File: config.mk
export PLATFORM = sky130hd
export DESIGN_NAME = split_bus_arbiter
export DESIGN_NICKNAME = d
export VERILOG_FILES = /design/src/rtl/split_bus_arbiter_pkg.sv /design/src/rtl/hold_timer.sv /design/src/rtl/split_bus_arbiter.sv
export SDC_FILE = /design/constraint.sdc
export NUM_CORES = 1
export LEC_CHECK = 0
export CAP_MARGIN = 20
export CORE_MARGIN = 2
export CORE_UTILIZATION = 44
export DETAILED_ROUTE_END_ITERATION = 7
export PLACE_DENSITY = 0.82
export SYNTH_ARGS = -nofsm -noshare
export SYNTH_HDL_FRONTEND = slang
export SYNTH_SLANG_ARGS = --single-unit
File: constraint.sdc
create_clock -name clk -period 1.46 [get_ports clk]
set_input_delay 0.292 -clock clk [delete_from_list [all_inputs] [get_ports clk]]
set_output_delay 0.292 -clock clk [all_outputs]
set_load 0.005 [all_outputs]
File: src/rtl/split_bus_arbiter_pkg.sv
// split_bus_arbiter_pkg: master/state encodings and slave-range helpers shared by the arbiter and bridges
package split_bus_arbiter_pkg;
  typedef enum logic {M1 = 1'b0, M2 = 1'b1} master_e;
  typedef enum logic {IDLE = 1'b0, BUSY = 1'b1} state_e;
  localparam int NUM_SLAVES_DEF = 3;
  function automatic logic slave_ok(input int sel, input int num_slaves);
    return sel < num_slaves;
  endfunction
endpackage

File: src/rtl/hold_timer.sv
// hold_timer: clearable cycle counter flagging terminal count MAX_COUNT-1
module hold_timer #(
  parameter int MAX_COUNT = 100
) (
  input  logic clk,
  input  logic rst,
  input  logic clr_i,
  input  logic en_i,
  output logic tc_o
);
  localparam int W = $clog2(MAX_COUNT);
  logic [W-1:0] cnt_q, cnt_d;
  always_comb cnt_d = clr_i ? '0 : en_i ? cnt_q + W'(1) : cnt_q;
  always_ff @(posedge clk) cnt_q <= rst ? '0 : cnt_d;
  assign tc_o = cnt_q == W'(MAX_COUNT - 1);
endmodule

File: src/rtl/split_bus_arbiter.sv
// split_bus_arbiter: two-master round-robin bus arbiter with one parked split and a hold timeout
module split_bus_arbiter import split_bus_arbiter_pkg::*; #(
  parameter int SLAVE_LEN  = 2,
  parameter int NUM_SLAVES = NUM_SLAVES_DEF,
  parameter int MAX_COUNT  = 100
) (
  input  logic                  clk,
  input  logic                  reset,
  input  logic                  m1_request,
  input  logic                  m2_request,
  input  logic [SLAVE_LEN-1:0]  m1_slave_sel,
  input  logic [SLAVE_LEN-1:0]  m2_slave_sel,
  input  logic                  trans_done,
  input  logic [NUM_SLAVES-1:0] s_split_en,
  input  logic [NUM_SLAVES-1:0] s_split_ready,
  output logic                  m1_grant,
  output logic                  m2_grant,
  output logic                  m1_split,
  output logic                  m2_split,
  output logic [SLAVE_LEN-1:0]  sel_slave,
  output logic                  bus_busy,
  output logic                  arbiter_busy,
  output logic                  timeout
);
  state_e state_q, state_d;
  master_e last_q, last_d;
  logic g1_q, g1_d, g2_q, g2_d, sp1_q, sp1_d, sp2_q, sp2_d, pend_q, pend_d;
  logic bus_q, bus_d, abusy_q, abusy_d, tmo_q, tmo_d;
  logic [SLAVE_LEN-1:0] sel_q, sel_d, park_s_q, park_s_d;
  logic ok1, ok2, park, tc;
  master_e owner;
  hold_timer #(.MAX_COUNT(MAX_COUNT)) u_timer (
    .clk  (clk),
    .rst  (reset),
    .clr_i(state_q == IDLE),
    .en_i (state_q == BUSY),
    .tc_o (tc)
  );
  assign park  = sp1_q | sp2_q;
  assign owner = g1_q ? M1 : M2;
  assign ok1   = m1_request && slave_ok(int'(m1_slave_sel), NUM_SLAVES) && !sp1_q;
  assign ok2   = m2_request && slave_ok(int'(m2_slave_sel), NUM_SLAVES) && !sp2_q;
  always_comb begin
    state_d  = state_q;
    last_d   = last_q;
    g1_d     = g1_q;
    g2_d     = g2_q;
    sp1_d    = sp1_q;
    sp2_d    = sp2_q;
    pend_d   = pend_q;
    sel_d    = sel_q;
    park_s_d = park_s_q;
    tmo_d    = 1'b0;
    if (park && s_split_ready[park_s_q]) pend_d = 1'b1;
    if (state_q == IDLE) begin
      if (pend_q) begin
        g1_d    = sp1_q;
        g2_d    = sp2_q;
        sel_d   = park_s_q;
        sp1_d   = 1'b0;
        sp2_d   = 1'b0;
        pend_d  = 1'b0;
        state_d = BUSY;
      end else if (ok1 && (!ok2 || last_q == M2)) begin
        g1_d    = 1'b1;
        sel_d   = m1_slave_sel;
        state_d = BUSY;
      end else if (ok2) begin
        g2_d    = 1'b1;
        sel_d   = m2_slave_sel;
        state_d = BUSY;
      end
    end else if (trans_done) begin
      {g1_d, g2_d} = 2'b00;
      last_d  = owner;
      state_d = IDLE;
    end else if (s_split_en[sel_q] && !park) begin
      // the split slave may already be ready in the same cycle
      sp1_d    = g1_q;
      sp2_d    = g2_q;
      park_s_d = sel_q;
      pend_d   = s_split_ready[sel_q];
      {g1_d, g2_d} = 2'b00;
      state_d  = IDLE;
    end else if (tc) begin
      {g1_d, g2_d} = 2'b00;
      last_d  = owner;
      tmo_d   = 1'b1;
      state_d = IDLE;
    end
    bus_d   = g1_d | g2_d;
    abusy_d = bus_d | sp1_d | sp2_d;
  end
  always_ff @(posedge clk) begin
    if (reset) begin
      state_q  <= IDLE;
      last_q   <= M2;
      {g1_q, g2_q, sp1_q, sp2_q, pend_q, bus_q, abusy_q, tmo_q} <= '0;
      sel_q    <= '0;
      park_s_q <= '0;
    end else begin
      state_q  <= state_d;
      last_q   <= last_d;
      {g1_q, g2_q, sp1_q, sp2_q, pend_q} <= {g1_d, g2_d, sp1_d, sp2_d, pend_d};
      {bus_q, abusy_q, tmo_q} <= {bus_d, abusy_d, tmo_d};
      sel_q    <= sel_d;
      park_s_q <= park_s_d;
    end
  end
  assign m1_grant     = g1_q;
  assign m2_grant     = g2_q;
  assign m1_split     = sp1_q;
  assign m2_split     = sp2_q;
  assign sel_slave    = sel_q;
  assign bus_busy     = bus_q;
  assign arbiter_busy = abusy_q;
  assign timeout      = tmo_q;
endmodule
==> results.sh, run 1 <==
export IMPL_maxCapViolations=0
export IMPL_cts_sinks=21
export IMPL_die_w_um=53.6
export IMPL_postSynthCellCount=115
export IMPL_drt_wl_total_um=3070
export IMPL_final_cells=199
export IMPL_cts_tree="built"
export IMPL_hold_class="reg2reg"
export IMPL_dp_cells=186
export IMPL_synth_edf_count=0
export IMPL_async_reset_ff_share_pct=0
export IMPL_violations="setup timing"
export IMPL_drive_gt1_share_pct=41.5
export IMPL_grt_antenna_before_repair=0
export IMPL_pwr_density_cell_nw_per_um2=834
export IMPL_finalWeightedCongestion=0.915
export IMPL_grt_max_degree=13
export IMPL_core_sq_um=2280
export IMPL_worstSetupPathType="reg2reg"
export IMPL_die_height_um=53.6
export IMPL_grt_pass1_wl_um=4880
export IMPL_hpwlAfterDp_um=2180
export IMPL_synth_nets=131
export IMPL_grt_remaining_overflow=0
export IMPL_vias_per_cell=5.45
export IMPL_cts_hold_buf=0
export IMPL_cts_max_level=1
export IMPL_ys_warn_count=0
export IMPL_initial_core_util_pct=47.5
export IMPL_drt_iter0_drc=15
export IMPL_drv_slew=0
export IMPL_rsz0062_at_grt="true"
export IMPL_wire_per_inst_um=15.4
export IMPL_placed_cell_area_sq_um=1520
export IMPL_setup_viol=8
export IMPL_numPortBuffers=23
export IMPL_peakVddDrop_mv=0.589
export IMPL_end_kind="register"
export IMPL_critical_path_slowest_cell="or4b_4"
export IMPL_clk_latency_ns=0.32
export IMPL_worst_pin_slew_ns=0.464
export IMPL_final_cell_area_sq_um=1700
export IMPL_finalPower_uw=1420
export IMPL_numCtsBuffers=3
export IMPL_fillers=179
export IMPL_final_common_cell="buf_4"
export IMPL_crit_fanout=2
export IMPL_area_delta_synth_final_pct=57.3
export IMPL_ant_nets=0
export IMPL_ff2ff_setup_slack_ns=-0.20
export IMPL_synth_distinct_cells=38
export IMPL_synth_main_ff_cell="dfxtp_1"
export IMPL_total_leakage_power_uw=0.000752
export IMPL_rows=17
export IMPL_dieArea_sq_um=2870
export IMPL_crit_arrival_ns=1.87
export IMPL_post_route_drc_count=0
export IMPL_synth_seq_area_share_pct=38.9
export IMPL_cts_root_buf="clkbuf_4"
export IMPL_final_setup_worst_slack_ns=-0.197
export IMPL_finalNetCount=188
export IMPL_timing_slew_headroom_pct=68.9
export IMPL_grt_pass1_vias=1099
export IMPL_num_vias=1085
export IMPL_clockBufferDepth=2
export IMPL_hold_ws_ns=0.528
export IMPL_hold_violations=0
export IMPL_crit_path_max_incr_delay_ns=0.54
export IMPL_diodes=0
export IMPL_crit_path_cell_trace="or4b_4, o211ai_2, a21o_1, a31oi_1, or3_1"
export IMPL_status="finished with violations"
export IMPL_place_ws_ns=-0.572
export IMPL_syn_area_per_cell_sq_um=9.40
export IMPL_cp_required_ns=1.67
export IMPL_start_kind="register"
export IMPL_clock_skew_ns=0.00487
export IMPL_io_pin_count=24
export IMPL_ys_seq_elements=21
export IMPL_fmax_mhz=603
export IMPL_timing_final_crit_share_pct=114
export IMPL_final_cell_mix="buf_4 (29), dfxtp_1 (13), dlygate4sd2_1 (11)"
export IMPL_dr_pass1_iters=4
export IMPL_worst_r2r_cell_count=5
export IMPL_syn_area_sq_um=1080
export IMPL_path_clk_slew_ns=0.12
export IMPL_min_period_ns=1.66
export IMPL_track_usage_pct=24.0
export IMPL_whs_path_depth=2
-- cells by family (layout without fill, tap and decap cells) --
group	count (synthesis)	in the layout	share of synthesized area [%]
flops	21	21	38.9
fa+ha+maj	1	1	1.16
compound gates	30	30	22.9
buf+inv	9	65	3.12
simple gates	44	44	24.8
xor+xnor	3	3	2.43
mux	7	7	6.71
-- flip-flops by register name (all words and copies together), names as in the netlist --
register       flops
m2_grant           1
arbiter_busy       1
pend_q             1
u_timer.cnt_q      7
m1_split           1
bus_busy           1
park_s_q           2
last_q             1
sel_slave          2
m1_grant           1
m2_split           1
timeout            1
state_q            1
-- synthesized netlist by cell type, types with 2 or more instances --
cell type / n / area [sq um]
a21oi_1: 7 / 35.0
a31oi_1: 2 / 12.5
a32o_1: 2 / 20.0
and2_1: 2 / 12.5
clkbuf_1: 3 / 11.3
dfxtp_1: 21 / 420
inv_1: 6 / 22.5
mux2_1: 2 / 22.5
mux2i_1: 5 / 50.1
nand2_1: 3 / 11.3
nand3_1: 4 / 20.0
nand3b_1: 5 / 37.5
nand4b_1: 2 / 17.5
nor2_1: 12 / 45.0
nor2b_1: 5 / 31.3
o21ai_0: 8 / 40.0
or2_2: 2 / 12.5
or3_1: 3 / 18.8
xor2_1: 2 / 17.5
-- worst max-delay path: cells and delay by family, from the launching register on --
kind	cells	cell delay [ns]
flip-flops	1	0.34
AO/OA/AOI/OAI	3	0.36
AND/OR/NAND/NOR	2	0.86
-- final cells by class --
| cell class | count | area [sq um] | share of cell area (%) |
|---|---|---|---|
| clock buffers | 3 | 22.5 | 1.32 |
| repair buffers | 55 | 473 | 27.8 |
| clock inverters | 1 | 5.00 | 0.294 |
| well taps | 28 | 35.0 | 2.06 |
| multi-input cells | 85 | 707 | 41.6 |
| flip-flops and latches | 21 | 435 | 25.6 |
| inverters | 6 | 22.5 | 1.32 |
-- stage by stage --
step / util, % / TNS, ns
finish: 74.7 / -0.675
global route: 74.7 / -1.29
CTS: 73.0 / -0.681
detailed placement: 66.6 / -6.02
global placement: 66.6 / -5.26
floorplan: - / -0.217
-- final timing paths --
check / startpoint / end
worst max-delay path: u_timer.cnt_q[4] / arbiter_busy
worst min-delay path: u_timer.cnt_q[5] / u_timer.cnt_q[5]
worst max register to register: u_timer.cnt_q[4] / arbiter_busy
worst min register to register: u_timer.cnt_q[5] / u_timer.cnt_q[5]
-- power breakdown --
part | leakage (uW) | internal, uW | switching, uW | total, uW
Sequential | 0.000175 | 614 | 26.5 | 641
Combinational | 0.000559 | 279 | 208 | 488
Clock | 0.0000177 | 103 | 187 | 290
-- layer usage --
metal	track usage (%)	part of all wire, %
met5	0	0
met4	12.4	1.9
met2	43.4	54
met3	4.44	3.6
met1	26.7	41
-- timing repair --
item	4_1_cts	5_1_grt
cloned	0	0
setup buffers	9	1
gates resized for setup	35	11
setup endpoints to repair	18	14
pin swaps	11	4
(Power assumes the default switching activity.)
==> run 2, diff against run 1 <==
CAP_MARGIN = default   (was 20)
PLACE_DENSITY = default   (was 0.82)
PLACE_DENSITY_LB_ADDON = 0.15   (was default)
SKIP_LAST_GASP = 1   (was default)
==> run 2 against run 1 <==
The run still ends with setup timing left; combinational power fell by 5.1%; global-route usage fell by 1.5 points; core utilization rose by 0.99 points; total power fell by 1.7%; critical path depth did not move; count of clock-buffer cells in the layout did not move; sequential power rose by 2%; routed wire length fell by 6.3%; flip-flop and latch count did not move; cell count did not move; via count fell by 0.55%; sequential share of layout area fell by 0.48 points; critical endpoint unchanged.
==> results.sh, run 2 (synthesized netlist as in run 1, its figures left out) <==
export IMPL_initial_core_util_pct=47.5
export IMPL_ff2ff_setup_slack_ns=-0.19
export IMPL_final_cell_mix="buf_4 (27), dfxtp_1 (13), clkdlybuf4s50_1 (13)"
export IMPL_crit_buf_inv=0
export IMPL_hold_ws_ns=0.491
export IMPL_largest_register_ffs=7
export IMPL_maxCapViolations=0
export IMPL_clock_power_share_pct=19.7
export IMPL_cts_root_buf="clkbuf_4"
export IMPL_crit_path_cell_trace="or4b_4, o211ai_2, a21o_1, a31oi_2, or3_1"
export IMPL_final_setup_tns_ns=-0.669
export IMPL_total_leakage_power_uw=0.000723
export IMPL_sw_frac_of_total_pct=29.1
export IMPL_critical_path_slowest_cell="or4b_4"
export IMPL_numPortBuffers=23
export IMPL_dr_pass1_iters=4
export IMPL_status="finished with violations"
export IMPL_path_delay_family="simple AND/OR/NAND/NOR gates"
export IMPL_regMostFlops="u_timer.cnt_q"
export IMPL_worstSetupPathType="reg2reg"
export IMPL_track_usage_pct=22.5
export IMPL_finalNetCount=188
export IMPL_peakVddDrop_mv=0.710
export IMPL_dp_cells=190
export IMPL_crit_path_max_incr_delay_ns=0.54
export IMPL_grt_max_degree=13
export IMPL_timing_slew_headroom_pct=74.2
export IMPL_worst_pin_slew_ns=0.387
export IMPL_r2r_start="u_timer.cnt_q[4]"
export IMPL_setup_viol=10
export IMPL_crit_arrival_ns=1.84
export IMPL_drt_wl_total_um=2880
export IMPL_seqPwrFrac_pct=47.1
export IMPL_clock_skew_ns=0.0124
export IMPL_final_cells=199
export IMPL_cts_tree="built"
export IMPL_violations="setup timing"
export IMPL_num_vias=1079
export IMPL_drt_iter0_drc=18
export IMPL_grt_pass1_wl_um=4660
export IMPL_hold_violations=0
export IMPL_clk_latency_ns=0.30
export IMPL_area_delta_synth_final_pct=59.4
export IMPL_vias_per_cell=5.42
export IMPL_power_switching_uw=406
export IMPL_cts_max_level=1
export IMPL_drive_gt1_share_pct=42.1
export IMPL_path_clk_slew_ns=0.12
export IMPL_cp_required_ns=1.66
export IMPL_final_setup_worst_slack_ns=-0.187
export IMPL_hold_class="reg2reg"
export IMPL_final_common_cell="buf_4"
export IMPL_finalWeightedCongestion=0.925
export IMPL_numCtsBuffers=3
export IMPL_finalPower_uw=1390
export IMPL_hpwlAfterDp_um=2120
export IMPL_die_w_um=53.6
export IMPL_drv_slew=0
export IMPL_p_int_uw=988
export IMPL_ant_nets=0
export IMPL_rsz0062_at_grt="true"
export IMPL_pwr_density_cell_nw_per_um2=809
export IMPL_diodes=0
export IMPL_fmax_mhz=607
export IMPL_p_comb_share_pct=33.2
export IMPL_dieArea_sq_um=2870
export IMPL_post_route_drc_count=0
export IMPL_crit_fanout=2
export IMPL_clockBufferDepth=2
export IMPL_timing_final_crit_share_pct=113
export IMPL_grt_remaining_overflow=0
export IMPL_io_pin_count=24
export IMPL_start_kind="register"
export IMPL_wire_per_inst_um=14.5
export IMPL_grt_pass1_vias=1077
export IMPL_end_kind="register"
export IMPL_cts_sinks=21
export IMPL_core_sq_um=2280
export IMPL_fillers=173
export IMPL_rows=17
export IMPL_grt_antenna_before_repair=0
export IMPL_startpoint="u_timer.cnt_q[4]"
export IMPL_die_height_um=53.6
export IMPL_min_period_ns=1.65
export IMPL_min_from="u_timer.cnt_q[5]"
==> run 2: metal layers <==
layer / GRT usage [%] / part of all wire (%)
met1: 26.2 / 42
met2: 42.2 / 53
met3: 2.50 / 4.3
met4: 8.12 / 0.59
met5: 0 / 0
==> run 2: final timing paths <==
| kind | end | cells after the start |
|---|---|---|
| worst min register to register | u_timer.cnt_q[5] | 2 |
| worst max-delay path | arbiter_busy | 5 |
| worst min-delay path | u_timer.cnt_q[5] | 2 |
| worst max register to register | arbiter_busy | 5 |
==> run 2: repair_timing <==
action	CTS	global route
hold buffers	0	0
pin swaps	15	3
gates resized for setup	36	7
setup endpoints to repair	18	16
setup buffers	5	1
==> run 2: power groups by stage <==
| stage | Clock, uW | Sequential, uW | Combinational (uW) |
|---|---|---|---|
| 3_5_place_dp | 0 | 663 | 394 |
| 5_1_grt | 308 | 663 | 495 |
| 6_report | 275 | 656 | 463 |
| 3_3_place_gp | 0 | 661 | 382 |
| 4_1_cts | 289 | 656 | 445 |
| 2_1_floorplan | 0 | 661 | 177 |
==> run 2: cell type report <==
type / count / area [sq um] / area share (%)
Multi-Input combinational cell: 85 / 718 / 41.7
Clock inverter: 1 / 5.00 / 0.290
Timing Repair Buffer: 55 / 487 / 28.2
Tap cell: 28 / 35.0 / 2.03
Clock buffer: 3 / 22.5 / 1.31
Sequential cell: 21 / 433 / 25.1
Inverter: 6 / 22.5 / 1.31
==> run 2: tightest hold or removal path, delay by kind of cell (launching register included) <==
kind               cells  cell delay, ns
DFF                    1            0.34
AOI/OAI and AO/OA      2            0.13
==> run 2: per-stage QoR <==
stage	setup slack, ns	area [sq um]	utilization, %
after CTS	-0.183	1700	74.7
after global placement	-0.492	1560	68.4
after global routing	-0.258	1720	75.7
final	-0.187	1720	75.7
after detailed placement	-0.548	1560	68.4
after floorplan	-0.103	1090	-
==> run 3, diff against run 2 <==
CORE_ASPECT_RATIO = 1.4   (was default)
==> run 3 against run 2 <==
The flow still finishes with violations (setup timing); largest cell class unchanged; register-to-register slack better by 0.03 ns; flip-flop and latch count unchanged; global-route usage down 0.58 points; combinational power down 2%; final area down 1.6%; worst setup slack better by 0.032 ns; via count unchanged; fmax up 2.0%; clock power up 3%; critical endpoint unchanged; sequential share of layout area up 0.56 points.
==> results.sh, run 3 (synthesized netlist as in run 1, its figures left out) <==
export IMPL_status="finished with violations"
export IMPL_violations="setup timing"
export IMPL_finalNetCount=189
export IMPL_power_switching_uw=398
export IMPL_startpoint="u_timer.cnt_q[4]"
export IMPL_clockBufferDepth=2
export IMPL_cts_root_buf="clkbuf_4"
export IMPL_crit_path_max_incr_delay_ns=0.53
export IMPL_core_sq_um=2360
export IMPL_dr_pass1_iters=4
export IMPL_rows=21
export IMPL_crit_arrival_ns=1.83
export IMPL_timing_final_crit_share_pct=111
export IMPL_dp_cells=184
export IMPL_hold_class="reg2reg"
export IMPL_cp_required_ns=1.67
export IMPL_multi_input_area_sq_um=706
export IMPL_largest_register_ffs=7
export IMPL_numPortBuffers=23
export IMPL_end_kind="register"
export IMPL_fmax_mhz=619
export IMPL_area_delta_synth_final_pct=56.8
export IMPL_cts_max_level=1
export IMPL_p_int_uw=986
export IMPL_initial_core_util_pct=45.7
export IMPL_final_common_cell="buf_4"
export IMPL_rsz0062_at_grt="true"
export IMPL_grt_remaining_overflow=0
export IMPL_start_kind="register"
export IMPL_crit_fanout=2
export IMPL_grt_pass1_wl_um=4640
export IMPL_cts_hold_buf=0
export IMPL_finalWeightedCongestion=0.814
export IMPL_clk_latency_ns=0.31
export IMPL_hpwlAfterDp_um=2170
export IMPL_track_usage_pct=21.9
export IMPL_clock_skew_ns=0.0143
export IMPL_final_cell_mix="buf_4 (29), dfxtp_1 (13), dlygate4sd2_1 (11)"
export IMPL_critical_path_slowest_cell="or4b_4"
export IMPL_clock_power_share_pct=20.5
export IMPL_path_clk_slew_ns=0.12
export IMPL_final_cells=195
export IMPL_final_setup_worst_slack_ns=-0.155
export IMPL_r2r_end="arbiter_busy"
export IMPL_die_w_um=45.9
export IMPL_drive_gt1_share_pct=41.3
export IMPL_seqPwrFrac_pct=46.8
export IMPL_ff2ff_setup_slack_ns=-0.16
export IMPL_drt_wl_total_um=2840
export IMPL_numCtsBuffers=3
export IMPL_hold_violations=0
export IMPL_post_route_drc_count=0
export IMPL_crit_path_cell_trace="or4b_4, o211ai_2, a21o_1, a31oi_1, or3_1"
export IMPL_peakVddDrop_mv=0.565
export IMPL_p_comb_share_pct=32.8
export IMPL_num_vias=1079
export IMPL_cts_sinks=21
export IMPL_path_delay_family="simple AND/OR/NAND/NOR gates"
export IMPL_grt_max_degree=13
export IMPL_drv_slew=0
export IMPL_drt_iter0_drc=22
export IMPL_pwr_density_cell_nw_per_um2=816
export IMPL_setup_viol=10
export IMPL_seq_area_sq_um=435
export IMPL_io_pin_count=24
export IMPL_vias_per_cell=5.53
export IMPL_die_height_um=62.6
export IMPL_worst_pin_slew_ns=0.449
export IMPL_ant_nets=0
export IMPL_fillers=192
export IMPL_hold_ws_ns=0.496
export IMPL_total_leakage_power_uw=0.000735
export IMPL_min_period_ns=1.62
export IMPL_worstSetupPathType="reg2reg"
export IMPL_regMostFlops="u_timer.cnt_q"
export IMPL_sw_frac_of_total_pct=28.8
export IMPL_grt_antenna_before_repair=0
export IMPL_maxCapViolations=0
export IMPL_diodes=0
export IMPL_timing_slew_headroom_pct=69.9
export IMPL_crit_cells=5
export IMPL_cts_tree="built"
export IMPL_worst_r2r_cell_count=5
export IMPL_wire_per_inst_um=14.6
export IMPL_critical_path_endpoint="arbiter_busy"
export IMPL_r2r_start="u_timer.cnt_q[4]"
export IMPL_crit_buf_inv=0
export IMPL_grt_pass1_vias=1072
export IMPL_dieArea_sq_um=2870
==> run 3: cell type report <==
class / count / share of cell area [%]
multi-input combinational: 85 / 41.6
timing repair buffer: 56 / 28.1
sequential: 21 / 25.7
tap: 23 / 1.70
clock buffer: 4 / 1.55
inverter: 6 / 1.33
==> run 3: power by group through the flow <==
stage	sequential [uW]	clock (uW)	combinational (uW)
3_3_place_gp	657	0	386
4_1_cts	648	297	432
3_5_place_dp	659	0	394
5_1_grt	652	315	491
6_report	647	283	454
2_1_floorplan	661	0	177
==> run 3: worst min-delay path, delay by kind of cell (launching register included) <==
kind	cells	cell delay, ns
flops	1	0.33
compound gates	2	0.13
==> run 3: worst min-delay path by stage <==
stage	from	endpoint	depth (start not counted)
after floorplan	reset	bus_busy	1
after global placement	u_timer.cnt_q[5]	u_timer.cnt_q[5]	2
after detailed placement	u_timer.cnt_q[5]	u_timer.cnt_q[5]	2
after CTS	u_timer.cnt_q[5]	u_timer.cnt_q[5]	2
after global routing	u_timer.cnt_q[5]	u_timer.cnt_q[5]	2
final	u_timer.cnt_q[5]	u_timer.cnt_q[5]	2
==> run 3: per-stage QoR <==
stage | total power (uW) | setup TNS (ns) | cell area (sq um) | util [%] | setup WS (ns)
after detailed placement | 1050 | -5.86 | 1530 | 64.8 | -0.589
after CTS | 1380 | -0.696 | 1670 | 70.4 | -0.181
after global placement | 1040 | -5.47 | 1530 | 64.8 | -0.542
after global routing | 1460 | -1.25 | 1700 | 71.7 | -0.245
after floorplan | 838 | -0.217 | 1090 | - | -0.103
final | 1380 | -0.474 | 1700 | 71.7 | -0.155
==> run 3: timing repair <==
item,4_1_cts,5_1_grt
setup endpoints to repair,19,14
buffers inserted,6,1
resized for setup,37,10
pin swaps,8,6
==> run 3: layer usage <==
layer | GRT usage [%] | wire length, um
met2 | 38.7 | 1650
met3 | 3.76 | 46
met4 | 8.93 | 74
met1 | 24.2 | 1070
met5 | 0 | 0
==> edit, RTL diff (flow settings as in run 1) <==
`NUM_SLAVES_DEF`: 3 -> 5.
--- a/src/rtl/split_bus_arbiter_pkg.sv
+++ b/src/rtl/split_bus_arbiter_pkg.sv
@@ -2,7 +2,7 @@
 package split_bus_arbiter_pkg;
   typedef enum logic {M1 = 1'b0, M2 = 1'b1} master_e;
   typedef enum logic {IDLE = 1'b0, BUSY = 1'b1} state_e;
-  localparam int NUM_SLAVES_DEF = 3;
+  localparam int NUM_SLAVES_DEF = 5;
   function automatic logic slave_ok(input int sel, input int num_slaves);
     return sel < num_slaves;
   endfunction
Interface: changed (resized s_split_en and s_split_ready); port bits go from 24 to 28. No check against the original RTL was run, so the function may have changed too.
==> edit against run 1 <==
The flow still finishes with violations (setup timing); cell area increased by 3.0%; synthesized area fell by 3.9%; setup slack better by 75 ps; routed wire length increased by 12%; total power is 3.1% lower; sequential power fell by 0.6%; count of clock-buffer cells in the layout did not move; sequential cell count is the same; critical endpoint unchanged.
==> edit: results (changes against run 1) <==
{| class="wikitable"
! Metric !! Value
|-
| Distinct cells, synth || 39 (+2.6%)
|-
| DP Wirelength || 2090 microns (-4.2%)
|-
| Quantity of I/O buffers inserted on ports || 25 (+8.7%)
|-
| Status || finished with violations
|-
| Placer congestion estimate || 0.947 (+3.5%)
|-
| Parity-gate share of the synthesized area counting xor and xnor cells || 0.0422 (+0.0179)
|-
| Grt met2 use || 0.450 (+0.0158)
|-
| Initial detailed-routing violation count || 35 (+20)
|-
| Crit path max fanout || 4 (+2)
|-
| Failing checks || setup timing
|-
| Post-synth top cells || sky130_fd_sc_hd__dfxtp_1, sky130_fd_sc_hd__nor2_1, sky130_fd_sc_hd__a21oi_1
|-
| Number of global-route vias before repair || 1088 (-1.0%)
|-
| Multi-input combinational area share || 0.446 (+0.0300)
|-
| Clock share of power || 0.213 (+0.009)
|-
| Count of buffers not belonging to the clock network in the layout || 52 (-5.5%)
|-
| Post-synthesis share of cell area spent on full adders, half adders and majority gates || 0.0120 (+0.000474)
|-
| Top cell type's share of synthesized area || 0.405 (+0.0159)
|-
| Sequential fraction of design power || 0.463 (+0.011)
|-
| Met2 WL post-DR || 1730 microns (+4.6%)
|-
| Leading post-synthesis cells by cell area || sky130_fd_sc_hd__dfxtp_1, sky130_fd_sc_hd__nor2_1, sky130_fd_sc_hd__a21oi_1, sky130_fd_sc_hd__nor2b_1, sky130_fd_sc_hd__nand3_1
|-
| Met1 usage in global routing || 0.291 (+0.0241)
|-
| Filler cells || 148 (-17%)
|-
| Number of instances resized during post-cts repair || 33 (-5.7%)
|-
| Setup-violating endpoint count in the final report || 6 (-2)
|-
| GRT met3 Usage || 0.0457 (+0.00127)
|-
| Global-route total usage across every layer || 0.248 (+0.00759)
|-
| Number of vias per cell after detailed routing || 5.81 (+6.6%)
|-
| Final worst-path setup slack || -123 ps (+74.7 ps)
|-
| Post-synthesis net count || 132 (+0.76%)
|}
==> edit: final timing paths <==
kind                                      end  slack (ps)  depth (start not counted)                        start
setup / recovery      arbiter_busy$_SDFF_PP0_        -120                          4    sel_slave[1]$_SDFFE_PP0P_
hold / removal    u_timer.cnt_q[0]$_SDFF_PP0_         550                          2  u_timer.cnt_q[0]$_SDFF_PP0_
setup reg to reg      arbiter_busy$_SDFF_PP0_        -120                          4    sel_slave[1]$_SDFFE_PP0P_
hold reg to reg   u_timer.cnt_q[0]$_SDFF_PP0_         550                          2  u_timer.cnt_q[0]$_SDFF_PP0_
==> edit: per-stage QoR <==
stage	cells	util	power (mW)	instance area, sq um	TNS (ps)
detailed placement	184	0.674	0.990	1490	-4450
CTS	193	0.744	1.30	1650	-175
global route	193	0.792	1.43	1750	-588
global placement	184	0.674	0.980	1490	-3830
floorplan	112	-	0.796	1050	-180
finish	193	0.792	1.37	1750	-203
